**src/rtl/csa_accum_resolve.sv**
```systemverilog
// -----------------------------------------------------------------------------
// csa_accum_resolve
//
// Accumulates a framed stream of unsigned operands in carry-save form. Each
// operand costs one cycle with no carry propagation. When the last operand of
// a frame arrives, the sum/carry pair is resolved to binary by a chunked
// carry-propagate adder that handles CHUNK bits per cycle. The resolved frame
// sum is then held on a valid/ready output until the sink takes it.
//
// Ports
//   clk        rising-edge clock
//   rst_n      asynchronous active-low reset
//   in_valid   operand present
//   in_ready   block can accept an operand (high only while accumulating)
//   in_data    WIDTH-bit unsigned operand
//   in_last    marks the final operand of a frame (qualified by in_valid)
//   out_valid  frame result present
//   out_ready  sink accepts the result
//   out_sum    ACC_W-bit frame sum modulo 2^ACC_W (0 unless a result is held)
//   out_cnt    CNT_W-bit saturating operand count (0 unless a result is held)
// -----------------------------------------------------------------------------
module csa_accum_resolve #(
   parameter int WIDTH = 8,
   parameter int GUARD = 4,
   parameter int CHUNK = 4,
   parameter int CNT_W = 8
) (
   input  logic                     clk,
   input  logic                     rst_n,
   input  logic                     in_valid,
   output logic                     in_ready,
   input  logic [WIDTH-1:0]         in_data,
   input  logic                     in_last,
   output logic                     out_valid,
   input  logic                     out_ready,
   output logic [WIDTH+GUARD-1:0]   out_sum,
   output logic [CNT_W-1:0]         out_cnt
);

   localparam int ACC_W = WIDTH + GUARD;
   localparam int NCH   = ACC_W / CHUNK;
   localparam int IDX_W = (NCH > 1) ? $clog2(NCH) : 1;

   localparam logic [IDX_W-1:0] LAST_IDX = IDX_W'(NCH - 1);

   typedef enum logic [1:0] {
      ACCUM   = 2'd0,
      RESOLVE = 2'd1,
      DONE    = 2'd2
   } state_t;

   state_t             state;
   state_t             next_state;

   logic [ACC_W-1:0]   s;
   logic [ACC_W-1:0]   c;
   logic [ACC_W-1:0]   res;
   logic [CNT_W-1:0]   count;
   logic [IDX_W-1:0]   idx;
   logic               carry;

   logic [ACC_W-1:0]   x;
   logic [ACC_W-1:0]   maj;
   logic [CHUNK:0]     chunk_sum;

   // Operand zero-extended into the accumulator width; the majority term is
   // the 3:2 compressor carry, stored pre-shifted so S+C is the running sum.
   // The chunk adder works on the slice selected by the resolve index.
   always_comb begin
      x         = {{GUARD{1'b0}}, in_data};
      maj       = (s & c) | (x & (s ^ c));
      chunk_sum = {1'b0, s[idx*CHUNK +: CHUNK]}
                + {1'b0, c[idx*CHUNK +: CHUNK]}
                + {{CHUNK{1'b0}}, carry};
   end

   // State register.
   always_ff @(posedge clk or negedge rst_n) begin
      if (!rst_n) begin
         state <= ACCUM;
      end else begin
         state <= next_state;
      end
   end

   // Next-state logic: a last operand starts resolution, the final chunk
   // moves to DONE, and the sink's acceptance returns to accumulation.
   always_comb begin
      next_state = state;
      case (state)
         ACCUM:   if (in_valid && in_last) next_state = RESOLVE;
         RESOLVE: if (idx == LAST_IDX)     next_state = DONE;
         DONE:    if (out_ready)           next_state = ACCUM;
         default:                          next_state = ACCUM;
      endcase
   end

   // Datapath: carry-save update while accumulating, one chunk per cycle
   // while resolving, and a full clear once the result has been taken.
   // The carry out of the top chunk is simply dropped (modular result).
   always_ff @(posedge clk or negedge rst_n) begin
      if (!rst_n) begin
         s     <= '0;
         c     <= '0;
         res   <= '0;
         count <= '0;
         idx   <= '0;
         carry <= 1'b0;
      end else begin
         case (state)
            ACCUM: begin
               if (in_valid) begin
                  s <= s ^ c ^ x;
                  c <= {maj[ACC_W-2:0], 1'b0};
                  if (count != {CNT_W{1'b1}}) begin
                     count <= count + 1'b1;
                  end
                  if (in_last) begin
                     idx   <= '0;
                     carry <= 1'b0;
                  end
               end
            end
            RESOLVE: begin
               res[idx*CHUNK +: CHUNK] <= chunk_sum[CHUNK-1:0];
               carry                   <= chunk_sum[CHUNK];
               idx                     <= idx + 1'b1;
            end
            DONE: begin
               if (out_ready) begin
                  s     <= '0;
                  c     <= '0;
                  res   <= '0;
                  count <= '0;
               end
            end
            default: begin
               s     <= '0;
               c     <= '0;
               res   <= '0;
               count <= '0;
            end
         endcase
      end
   end

   // Outputs are decoded purely from state so nothing partial leaks out.
   always_comb begin
      in_ready  = (state == ACCUM);
      out_valid = (state == DONE);
      out_sum   = (state == DONE) ? res   : '0;
      out_cnt   = (state == DONE) ? count : '0;
   end

endmodule
```
**config.mk**
```make
export PLATFORM = sky130hd
export DESIGN_NAME = csa_accum_resolve
export DESIGN_NICKNAME = d
export VERILOG_FILES = /design/src/rtl/csa_accum_resolve.sv
export SDC_FILE = /design/constraint.sdc
export NUM_CORES = 1
export LEC_CHECK = 0
export ABC_AREA = 1
export CAP_MARGIN = 20
export CORE_UTILIZATION = 45
export CTS_BUF_LIST = sky130_fd_sc_hd__clkbuf_8
export CTS_CLUSTER_SIZE = 8
export DETAILED_ROUTE_END_ITERATION = 16
export PLACE_DENSITY = 0.69
export SLEW_MARGIN = 5
export SYNTH_ARGS = -nofsm -noshare
export SYNTH_HDL_FRONTEND = slang
export SYNTH_SLANG_ARGS = --single-unit
```
**constraint.sdc**
```tcl
create_clock -name clk -period 2.05 [get_ports clk]
set_input_delay 0.3075 -clock clk [delete_from_list [all_inputs] [get_ports clk]]
set_output_delay 0.3075 -clock clk [all_outputs]
set_load 0.02 [all_outputs]
```
==> metrics.yaml, run 1 <==
floorplan:
  core_um2: 6390
  num_rows: 29
  die_w_um: 83.6
  dieHeight_um: 83.6
  pin_count: 35
  die_area_um2: 6990
  initial_core_util_pct: 47.0
global_routing:
  grt_pass1_wl_um: 10900
  grt_usage_pct: 19.2
  antenna_found_initial: 0
  grt_pass1_vias: 2352
  grt_start_max_net_pins: 26
  grt-ovfl-total: 0
placement:
  numPortBuffers: 34
  hpwl_um: 4850
  gp_congestion: 0.833
hold_path:
  hp-class: "flip-flop to flip-flop"
  whs_endpoint: "res[3]"
  hp-start: "res[3]"
  min_delay_path_depth: 2
clock_network:
  clk_latency_ns: 0.31
  cts_tree: "done"
  clockRootBuffer: "clkbuf_8"
  clock_path_buffers: 2
  cts_max_level: 2
  cts.sinks: 48
  clkSlewWorstSetupHoldPaths_ns: 0.09
  cts-buffers-inserted: 5
power:
  max-vdd-ir-drop_mv: 1.02
  power_density_nw_per_um2: 1440
  finalPower_w: 0.00529
  leakagePower_nw: 1.66
  clockPowerShare_pct: 11.7
  p_int_w: 0.00276
  p_comb_share_pct: 60.1
  switchingPower_w: 0.00253
  p_sw_share_pct: 47.8
  power_frac_seq_pct: 28.1
setup_path:
  crit_type: "flip-flop to flip-flop"
  r2r_start: "idx[0]"
  r2r-end: "res[9]"
  rrSetupSlack_ns: 0.07
  cp.arrival_ns: 2.16
  slowest_delay_ns: 0.45
  path_max_fanout: 5
  worstPathRequired_ns: 2.23
  crit_slowest_cell: "fa_2"
  cp-start-kind: "flip-flop"
  end_kind: "flip-flop"
  rr_worst_depth: 9
  path_cells: "inv_2 -> nand2_2 -> nor2_4 -> a31oi_2 -> fa_2 -> inv_2 -> fa_2 -> nand2_1 -> o22ai_1"
final_layout:
  fin_nets: 424
  antenna_cells: 0
  syn_to_final_growth_pct: 22.1
  layout-drive-gt1-share_pct: 24.7
synth:
  yosys-top-cells-count: "nand2_1 (56), dfrtp_1 (48), inv_1 (48)"
  async_reset_ff_share_pct: 100
  ys_warn_count: 0
  yosys.cell_types.count: 29
  synth.cell_area_um2: 3000
  synthTopCellsByArea: "dfrtp_1 (40%), nand2_1 (7.0%), fa_1 (6.0%)"
  seq_area_frac_synth_pct: 40.1
  syn_avg_cell_area_um2: 8.67
  synth_top_flop_cell: "dfrtp_1"
  yosysMostFrequentCell: "nand2_1"
  synth_top_area_share_pct: 40.1
  syn-num-nets: 379
  synthCells: 346
  yosysTopAreaCell: "dfrtp_1"
  synth_edf_count: 0
  ys_seq_elements: 48
sta:
  fin_tns_setup_ns: 0
  holdWs_ns: 0.494
  max_freq_mhz: 506
  slew_viol_final: 0
  worstMarginPinSlew_ns: 0.550
  setup_violations: 0
  slew_headroom_pct: 63.4
  post-route-period-util_pct: 96.4
  finalClockSkew_ns: 0.00604
  min_period_ns: 1.98
  hold_violations: 0
drt:
  routed_wl_um: 6380
  routedWlPerCell_um: 13.6
  vias: 2396
  viasPerCell: 5.11
  firstDrtPassIters: 4
  ant_nets: 0
  drt_iter0_markers: 119
  drc: 0
flow_run:
  drv_cap: 0
status:
  status: "finished, final reports clean"
-- kinds of logic after synthesis --
family / count (synthesis) / synth area share [%]
fa+ha+maj: 20 / 10.6
compound gates: 72 / 15.4
simple gates: 139 / 23.4
flops: 48 / 40.0
buf+inv: 64 / 9.68
xor+xnor: 3 / 0.876
-- worst max-delay path by stage --
stage          startpoint  endpoint  slack (ns)  cells past startpoint
2_1_floorplan      idx[0]     carry       0.002                     10
3_3_place_gp       idx[0]    res[5]         0.1                      9
5_1_grt            idx[0]   res[11]       -0.03                     10
3_5_place_dp       idx[0]    res[9]       -0.03                      9
6_report           idx[0]    res[9]        0.07                      9
4_1_cts            idx[0]    res[9]       0.001                      9
-- flip-flops by register name (all words and copies together), names as in the netlist --
name   flops
idx        2
c         11
s         12
res       12
state      2
carry      1
count      8
-- area by class of cell --
class | instances | area (µm²)
well taps | 77 | 96.3
inverters | 50 | 188
fillers | 570 | 2730
clock buffers | 6 | 82.6
repair buffers | 52 | 497
multi-input cells | 234 | 1580
clock inverters | 2 | 15.0
flip-flops and latches | 48 | 1200
-- metrics by stage --
step,util (%),area (µm²),setup WS (ns),instances
after global routing,57.3,3660,-0.0312,469
after detailed placement,54.5,3480,-0.0297,457
after CTS,56.0,3580,0.00144,467
final,57.3,3660,0.0744,469
after global placement,54.5,3480,0.0963,457
after floorplan,-,3000,0.00230,346
-- routing by layer --
metal	GRT usage [%]	vias to the layer above	part of all wire, %
li1	-	1205	-
met1	26.9	1123	50
met2	30.3	59	45
met3	3.46	9	3.5
met4	6.32	0	1.8
met5	0	-	0
-- timing repair --
action                                  in CTS  in global routing
pin swaps                                    1                  4
resized for setup                           22                 26
hold buffers                                 1                  0
hold endpoints to repair                    21                  0
buffers inserted                             1                  2
endpoints found under the setup margin      26                  9
-- power by group through the flow --
stage | logic [W] | clock network [W] | registers [W]
6_report | 0.00318 | 0.000621 | 0.00149
5_1_grt | 0.00354 | 0.000661 | 0.00153
4_1_cts | 0.00293 | 0.000633 | 0.00148
3_5_place_dp | 0.00290 | 0 | 0.00150
3_3_place_gp | 0.00283 | 0 | 0.00149
2_1_floorplan | 0.00217 | 0 | 0.00143
-- layout by cell type, fill, tap and decap left out --
master	Yosys	final
a21oi_2	8	11
a31oi_2	0	1
o31ai_1	1	1
clkbuf_8	0	6
o21ai_2	15	15
clkinvlp_4	0	2
nor2_1	40	38
buf_2	1	1
nor2_4	5	6
a21oi_1	7	4
or2_2	3	3
buf_12	0	4
clkdlybuf4s50_1	0	12
xor2_2	0	1
buf_4	2	13
xor2_1	3	2
dlygate4sd2_1	0	21
o21ai_1	7	12
inv_2	2	6
dfrtp_1	48	48
ha_2	0	1
o21ai_0	23	18
ha_1	11	10
o22ai_2	0	3
nand3_1	12	12
fa_1	9	7
nor2_2	1	2
nand4_1	5	5
dlygate4sd3_1	0	1
inv_1	48	44
nand2_4	1	2
o22ai_1	10	7
nand2_2	1	3
nand3_2	15	15
nand2_1	56	53
fa_2	0	2
-- critical path: cells and delay by family (launching register included) --
family          cells  cell delay [ns]
simple gates        3             0.27
compound gates      2             0.14
buf+inv             2             0.16
fa+ha+maj           2             0.85
flops               1             0.44
Power figures use the tool's default switching activity.
==> inputs of run 2 (changes only) <==
--- a/config.mk
+++ b/config.mk
@@ -12,5 +12,5 @@
 export CTS_CLUSTER_SIZE = 8
 export DETAILED_ROUTE_END_ITERATION = 16
-export PLACE_DENSITY = 0.69
+export PLACE_DENSITY = 0.66
 export SLEW_MARGIN = 5
 export SYNTH_ARGS = -nofsm -noshare
==> constraint.sdc (replaced) <==
create_clock -name clk -period 1.94 [get_ports clk]
set_input_delay 0.194 -clock clk [delete_from_list [all_inputs] [get_ports clk]]
set_output_delay 0.194 -clock clk [all_outputs]
set_load 0.02 [all_outputs]
==> metrics.yaml, run 2 (same netlist as run 1, synthesis figures left out) <==
status:
  status: "finished, final reports clean"  # unchanged
global_routing:
  grt_pass1_wl_um: 11000  # was 10900 µm
  grt_start_max_net_pins: 29  # was 26
  met3_usage_pct: 2.87  # was 3.46%
  grt-ovfl-total: 0  # unchanged
  antenna_found_initial: 0  # unchanged
  use_met1_pct: 26.7  # was 26.9%
  grt_usage_pct: 19.6  # was 19.2%
  gr-max-usage-layer: "met2"  # unchanged
  grt_pass1_vias: 2367  # was 2352
  met2_usage_pct: 31.7  # was 30.3%
final_layout:
  register_area_um2: 1200  # about the same
  syn_to_final_growth_pct: 25.4  # was 22.1%
  mostFrequentLayoutCell: "nand2_1"  # unchanged
  fin_nets: 425  # was 424
  antenna_cells: 0  # unchanged
  layout-drive-gt1-share_pct: 26.0  # was 24.7%
  multi_input_area_um2: 1650  # was 1580 µm²
  layout_common_cells: "nand2_1 (54), inv_1 (47), dfrtp_1 (47)"  # was nand2_1 (53), dfrtp_1 (48), inv_1 (44)
  reg.largest.list: "res (12), s (12), c (11)"  # unchanged
  finalInstanceArea_um2: 3760  # was 3660 µm²
  final_cells: 470  # was 469
  fill_cells: 590  # was 570
setup_path:
  crit_slowest_cell: "dfrtp_1"  # was fa_2
  rr_worst_depth: 10  # was 9
  crit_buf_inv: 2  # unchanged
  cp-start-kind: "flip-flop"  # unchanged
  cpLargestDelayFamily: "adder cells"  # unchanged
  crit_type: "flip-flop to flip-flop"  # unchanged
  end_kind: "flip-flop"  # unchanged
  path_max_fanout: 5  # unchanged
  path_depth: 10  # was 9
  worstPathRequired_ns: 2.17  # was 2.23 ns
  slowest_delay_ns: 0.42  # was 0.45 ns
  path_cells: "inv_2 -> nand2_4 -> nor2_2 -> a31oi_2 -> fa_2 -> inv_2 -> fa_2 -> xor2_2 -> nand2_1 -> o22ai_1"  # was inv_2 -> nand2_2 -> nor2_4 -> a31oi_2 -> fa_2 -> inv_2 -> fa_2 -> nand2_1 -> o22ai_1
  cp.arrival_ns: 2.15  # was 2.16 ns
power:
  leakagePower_nw: 1.79  # was 1.66 nW
  power_density_nw_per_um2: 1550  # was 1440 nW/µm²
  max-vdd-ir-drop_mv: 0.826  # was 1.02 mV
sta:
  min_period_ns: 1.92  # was 1.98 ns
  finalClockSkew_ns: 0.00906  # was 0.00604 ns
  slew_headroom_pct: 63.4  # about the same
  post-route-period-util_pct: 99.1  # was 96.4%
  worstMarginPinSlew_ns: 0.550  # about the same
  rsz0062_at_grt: "yes"
  max_freq_mhz: 520  # was 506 MHz
  hold_violations: 0  # unchanged
  setup_violations: 0  # unchanged
  slew_viol_final: 0  # unchanged
clock_network:
  clock_path_buffers: 2  # unchanged
  cts-buffers-inserted: 5  # unchanged
  cts.sinks: 48  # unchanged
  clockRootBuffer: "clkbuf_8"  # unchanged
  clk_latency_ns: 0.30  # was 0.31 ns
  cts_max_level: 2  # unchanged
  cts_tree: "done"  # unchanged
  clkSlewWorstSetupHoldPaths_ns: 0.09  # about the same
drt:
  viasPerCell: 5.11  # about the same
  drc: 0  # unchanged
  drt_iter0_markers: 75  # was 119
  routedWlPerCell_um: 13.5  # was 13.6 µm
  ant_nets: 0  # unchanged
  routed_wl_um: 6340  # was 6380 µm
  firstDrtPassIters: 4  # unchanged
  vias: 2402  # was 2396
floorplan:
  num_rows: 29  # unchanged
  die_w_um: 83.6  # unchanged
  pin_count: 35  # unchanged
  dieHeight_um: 83.6  # unchanged
  core_um2: 6390  # unchanged
  die_area_um2: 6990  # unchanged
  initial_core_util_pct: 47.0  # unchanged
flow_run:
  drv_cap: 0  # unchanged
placement:
  hpwl_um: 4710  # was 4850 µm
  dp.cells: 459  # was 457
  numPortBuffers: 34  # unchanged
  dpl_cell_area_um2: 3490  # was 3480 µm²
  gp_congestion: 0.881  # was 0.833
hold_path:
  hp-class: "input pin to asynchronous set/reset pin"  # was flip-flop to flip-flop
run 2: final timing paths:
check | startpoint | end | slack (ns)
worst max-delay path | idx[0] | res[10] | 0.02
worst max register to register | idx[0] | res[10] | 0.02
max in group asynchronous | rst_n | c[9] | 0.99
worst min register to register | res[3] | res[3] | 0.50
worst min-delay path | rst_n | res[6] | 0.40
min in group clk | in_last | state[0] | 0.49
run 2: where the power goes:
part,switching [W],internal [W],total (W)
combinational,0.00213,0.00141,0.00354
sequential,0.000277,0.00129,0.00157
clock,0.000332,0.000378,0.000709
total,0.00274,0.00308,0.00582
run 2: final cells by class:
type / instances / share of cell area [%]
flip-flops and latches: 48 / 32.0
clock inverters: 3 / 1.03
multi-input cells: 234 / 43.8
inverters: 50 / 4.99
well taps: 77 / 2.56
clock buffers: 5 / 1.83
repair buffers: 53 / 13.8
run 2: worst register-to-register path: stages, from the launching register on:
cell and delay (ns):
dfrtp_1 0.42, inv_2 0.08, nand2_4 0.09, nor2_2 0.05
a31oi_2 0.15, fa_2 0.22, inv_2 0.05, fa_2 0.37
xor2_2 0.17, nand2_1 0.10, o22ai_1 0.16
run 2: what timing repair did:
item	4_1_cts	5_1_grt
hold buffers	1	0
pin swaps	1	5
gates resized for setup	27	33
gates cloned	0	0
setup buffers	0	2
endpoints found under the hold margin	21	0
setup endpoints to repair	30	17
run 2: stage by stage:
step | hold slack (ns) | setup slack (ns) | total power [W] | utilization (%) | setup TNS, ns
finish | 0.398 | 0.0176 | 0.00582 | 58.9 | 0
global route | 0.437 | -0.111 | 0.00635 | 58.9 | -0.441
CTS | 0.410 | 0.00210 | 0.00541 | 56.7 | 0
detailed placement | 0.208 | -0.109 | 0.00461 | 54.7 | -0.443
global placement | 0.208 | -0.0129 | 0.00455 | 54.7 | -0.0248
floorplan | -0.102 | -0.00395 | 0.00385 | - | -0.00788
run 2: per-layer routing:
metal  vias up  share of wire, %
met5         -                 0
met4         0               2.7
met3        11               3.5
met2        44                47
met1      1139                47
li1       1208                 -
==> inputs of run 3 (changes only) <==
- CORE_UTILIZATION: 45 -> 53
- PLACE_DENSITY: 0.66 -> 0.86
- SLEW_MARGIN: 5 -> default
==> metrics.yaml, run 3 (same netlist as run 1, synthesis figures left out) <==
drt:
  ant_nets: 0  # unchanged
  wl_met1_um: 2970  # was 2990 µm
  vias: 2522  # was 2402
  routed_wl_um: 6850  # was 6340 µm
  drt_iter0_markers: 154  # was 75
  top_layer: "met4"  # unchanged
  wl_met3_um: 272  # was 223 µm
  drc: 0  # unchanged
  firstDrtPassIters: 6  # was 4
  routedWlPerCell_um: 14.6  # was 13.5 µm
  dr_wl_met2_um: 3510  # was 2950 µm
  viasPerCell: 5.38  # was 5.11
sta:
  setup_ws_ns: -0.0976  # was 0.0176 ns
  post-route-period-util_pct: 105  # was 99.1%
  max_freq_mhz: 491  # was 520 MHz
  finalClockSkew_ns: 0.00680  # was 0.00906 ns
  setup_violations: 6  # was 0
  min_period_ns: 2.04  # was 1.92 ns
  worstMarginPinSlew_ns: 0.605  # was 0.550 ns
  hold_violations: 0  # unchanged
  slew_viol_final: 0  # unchanged
  rsz0062_at_grt: "yes"  # unchanged
  holdWs_ns: 0.484  # was 0.398 ns
  slew_headroom_pct: 59.6  # was 63.4%
global_routing:
  grt_usage_pct: 25.1  # was 19.6%
  grt_pass1_vias: 2508  # was 2367
  grt_start_max_net_pins: 49  # was 29
  grt_pass1_wl_um: 11700  # was 11000 µm
  antenna_found_initial: 0  # unchanged
  grt-ovfl-total: 0  # unchanged
floorplan:
  initial_core_util_pct: 54.8  # was 47.0%
  num_rows: 27  # was 29
  die_w_um: 77.2  # was 83.6 µm
  die_area_um2: 5960  # was 6990 µm²
  pin_count: 35  # unchanged
  dieHeight_um: 77.2  # was 83.6 µm
  core_um2: 5470  # was 6390 µm²
setup_path:
  cp.arrival_ns: 2.23  # was 2.15 ns
  r2r_start: "idx[0]"  # unchanged
  r2r-end: "carry"  # was res[10]
  rr_worst_depth: 11  # was 10
  path_max_fanout: 6  # was 5
  cp-start-kind: "flip-flop"  # unchanged
  crit_type: "flip-flop to flip-flop"  # unchanged
  cp-startpoint: "idx[0]"  # unchanged
  rrSetupSlack_ns: -0.1  # was 0.02 ns
  worstPathRequired_ns: 2.13  # was 2.17 ns
  end_kind: "flip-flop"  # unchanged
power:
  switchingPower_w: 0.00280  # was 0.00274 W
  p_int_w: 0.00321  # was 0.00308 W
  p_comb_share_pct: 60.4  # was 60.8%
  power_density_nw_per_um2: 1600  # was 1550 nW/µm²
  p_sw_share_pct: 46.6  # was 47.0%
  power_frac_seq_pct: 26.3  # was 27.0%
  max-vdd-ir-drop_mv: 1.17  # was 0.826 mV
  clockPowerShare_pct: 13.3  # was 12.2%
  leakagePower_nw: 1.72  # was 1.79 nW
hold_path:
  hp-class: "input pin to flip-flop"  # was input pin to asynchronous set/reset pin
  whs_endpoint: "state[0]"
  hp-start: "in_last"
  min_delay_path_depth: 3
placement:
  numPortBuffers: 34  # unchanged
  gp_congestion: 0.840  # was 0.881
  place_ws_ns: -0.137  # was -0.109 ns
  dpl_cell_area_um2: 3530  # was 3490 µm²
  hpwl_um: 4680  # was 4710 µm
clock_network:
  clk_latency_ns: 0.31  # was 0.30 ns
  cts.sinks: 48  # unchanged
  clockRootBuffer: "clkbuf_8"  # unchanged
  cts_max_level: 2  # unchanged
  clock_path_buffers: 2  # unchanged
  clkSlewWorstSetupHoldPaths_ns: 0.09  # about the same
  cts-buffers-inserted: 5  # unchanged
  cts_tree: "done"  # unchanged
final_layout:
  layout_common_cells: "nand2_1 (53), inv_1 (46), dfrtp_1 (46)"  # was nand2_1 (54), inv_1 (47), dfrtp_1 (47)
  reg.largest.list: "res (12), s (12), c (11)"  # unchanged
  fill_cells: 425  # was 590
  mostFrequentLayoutCell: "nand2_1"  # unchanged
  syn_to_final_growth_pct: 25.4  # about the same
  layout-drive-gt1-share_pct: 26.4  # was 26.0%
  multi_input_area_um2: 1620  # was 1650 µm²
  register_area_um2: 1200  # about the same
  finalInstanceArea_um2: 3760  # about the same
  fin_nets: 429  # was 425
  antenna_cells: 0  # unchanged
status:
  violations: "setup timing"
  status: "finished with violations"  # was finished, final reports clean
flow_run:
  drv_cap: 0  # unchanged
==> run 3: worst max-delay path by stage <==
stage,endpoint,cells past startpoint,slack (ns)
final,carry,11,-0.1
after global routing,carry,11,-0.15
after CTS,carry,11,-0.06
after detailed placement,res[6],10,-0.14
after global placement,res[10],7,-0.01
after floorplan,res[5],8,-0.004
==> run 3: cell type report <==
type | instances | area share [%]
Multi-Input combinational cell | 234 | 43.0
Tap cell | 72 | 2.40
Inverter | 50 | 4.99
Clock inverter | 1 | 0.799
Sequential cell | 48 | 32.0
Clock buffer | 7 | 2.56
Timing Repair Buffer | 57 | 14.2
==> run 3: routing by layer <==
metal / GRT usage (%) / vias to the layer above
li1: - / 1211
met1: 32.7 / 1219
met3: 4.52 / 11
met2: 41.9 / 81
met4: 8.49 / 0
met5: 0 / -
==> run 3: per-stage QoR <==
stage	instances	power (W)	setup TNS, ns	util [%]
2_1_floorplan	346	0.00385	-0.00788	-
3_3_place_gp	458	0.00460	-0.0235	64.5
3_5_place_dp	458	0.00475	-0.818	64.5
4_1_cts	469	0.00586	-0.154	68.2
5_1_grt	469	0.00646	-0.783	68.7
6_report	469	0.00601	-0.347	68.7
==> run 3: what timing repair did <==
action | CTS | global route
pin swaps | 6 | 7
endpoints found under the setup margin | 31 | 10
setup buffers | 2 | 0
resized for setup | 46 | 5
hold endpoints to repair | 15 | 0
hold buffers | 1 | 0
==> run 3: worst max-delay path: stages (launching register included) <==
cell     delay, ns
dfrtp_2       0.43
inv_2         0.08
nand2_4       0.10
nor2_4        0.04
a31oi_2       0.16
fa_2          0.24
inv_2         0.05
fa_2          0.37
a21oi_2       0.17
nor2_1        0.06
o21ai_0       0.13
o21ai_0       0.10
==> run 3: power by group through the flow <==
stage                     Combinational (W)  Sequential [W]  Clock, W
after floorplan                     0.00233         0.00152         0
after global placement              0.00304         0.00156         0
after detailed placement            0.00317         0.00158         0
after CTS                           0.00347         0.00158  0.000817
after global routing                0.00399         0.00162  0.000849
final                               0.00363         0.00158  0.000802
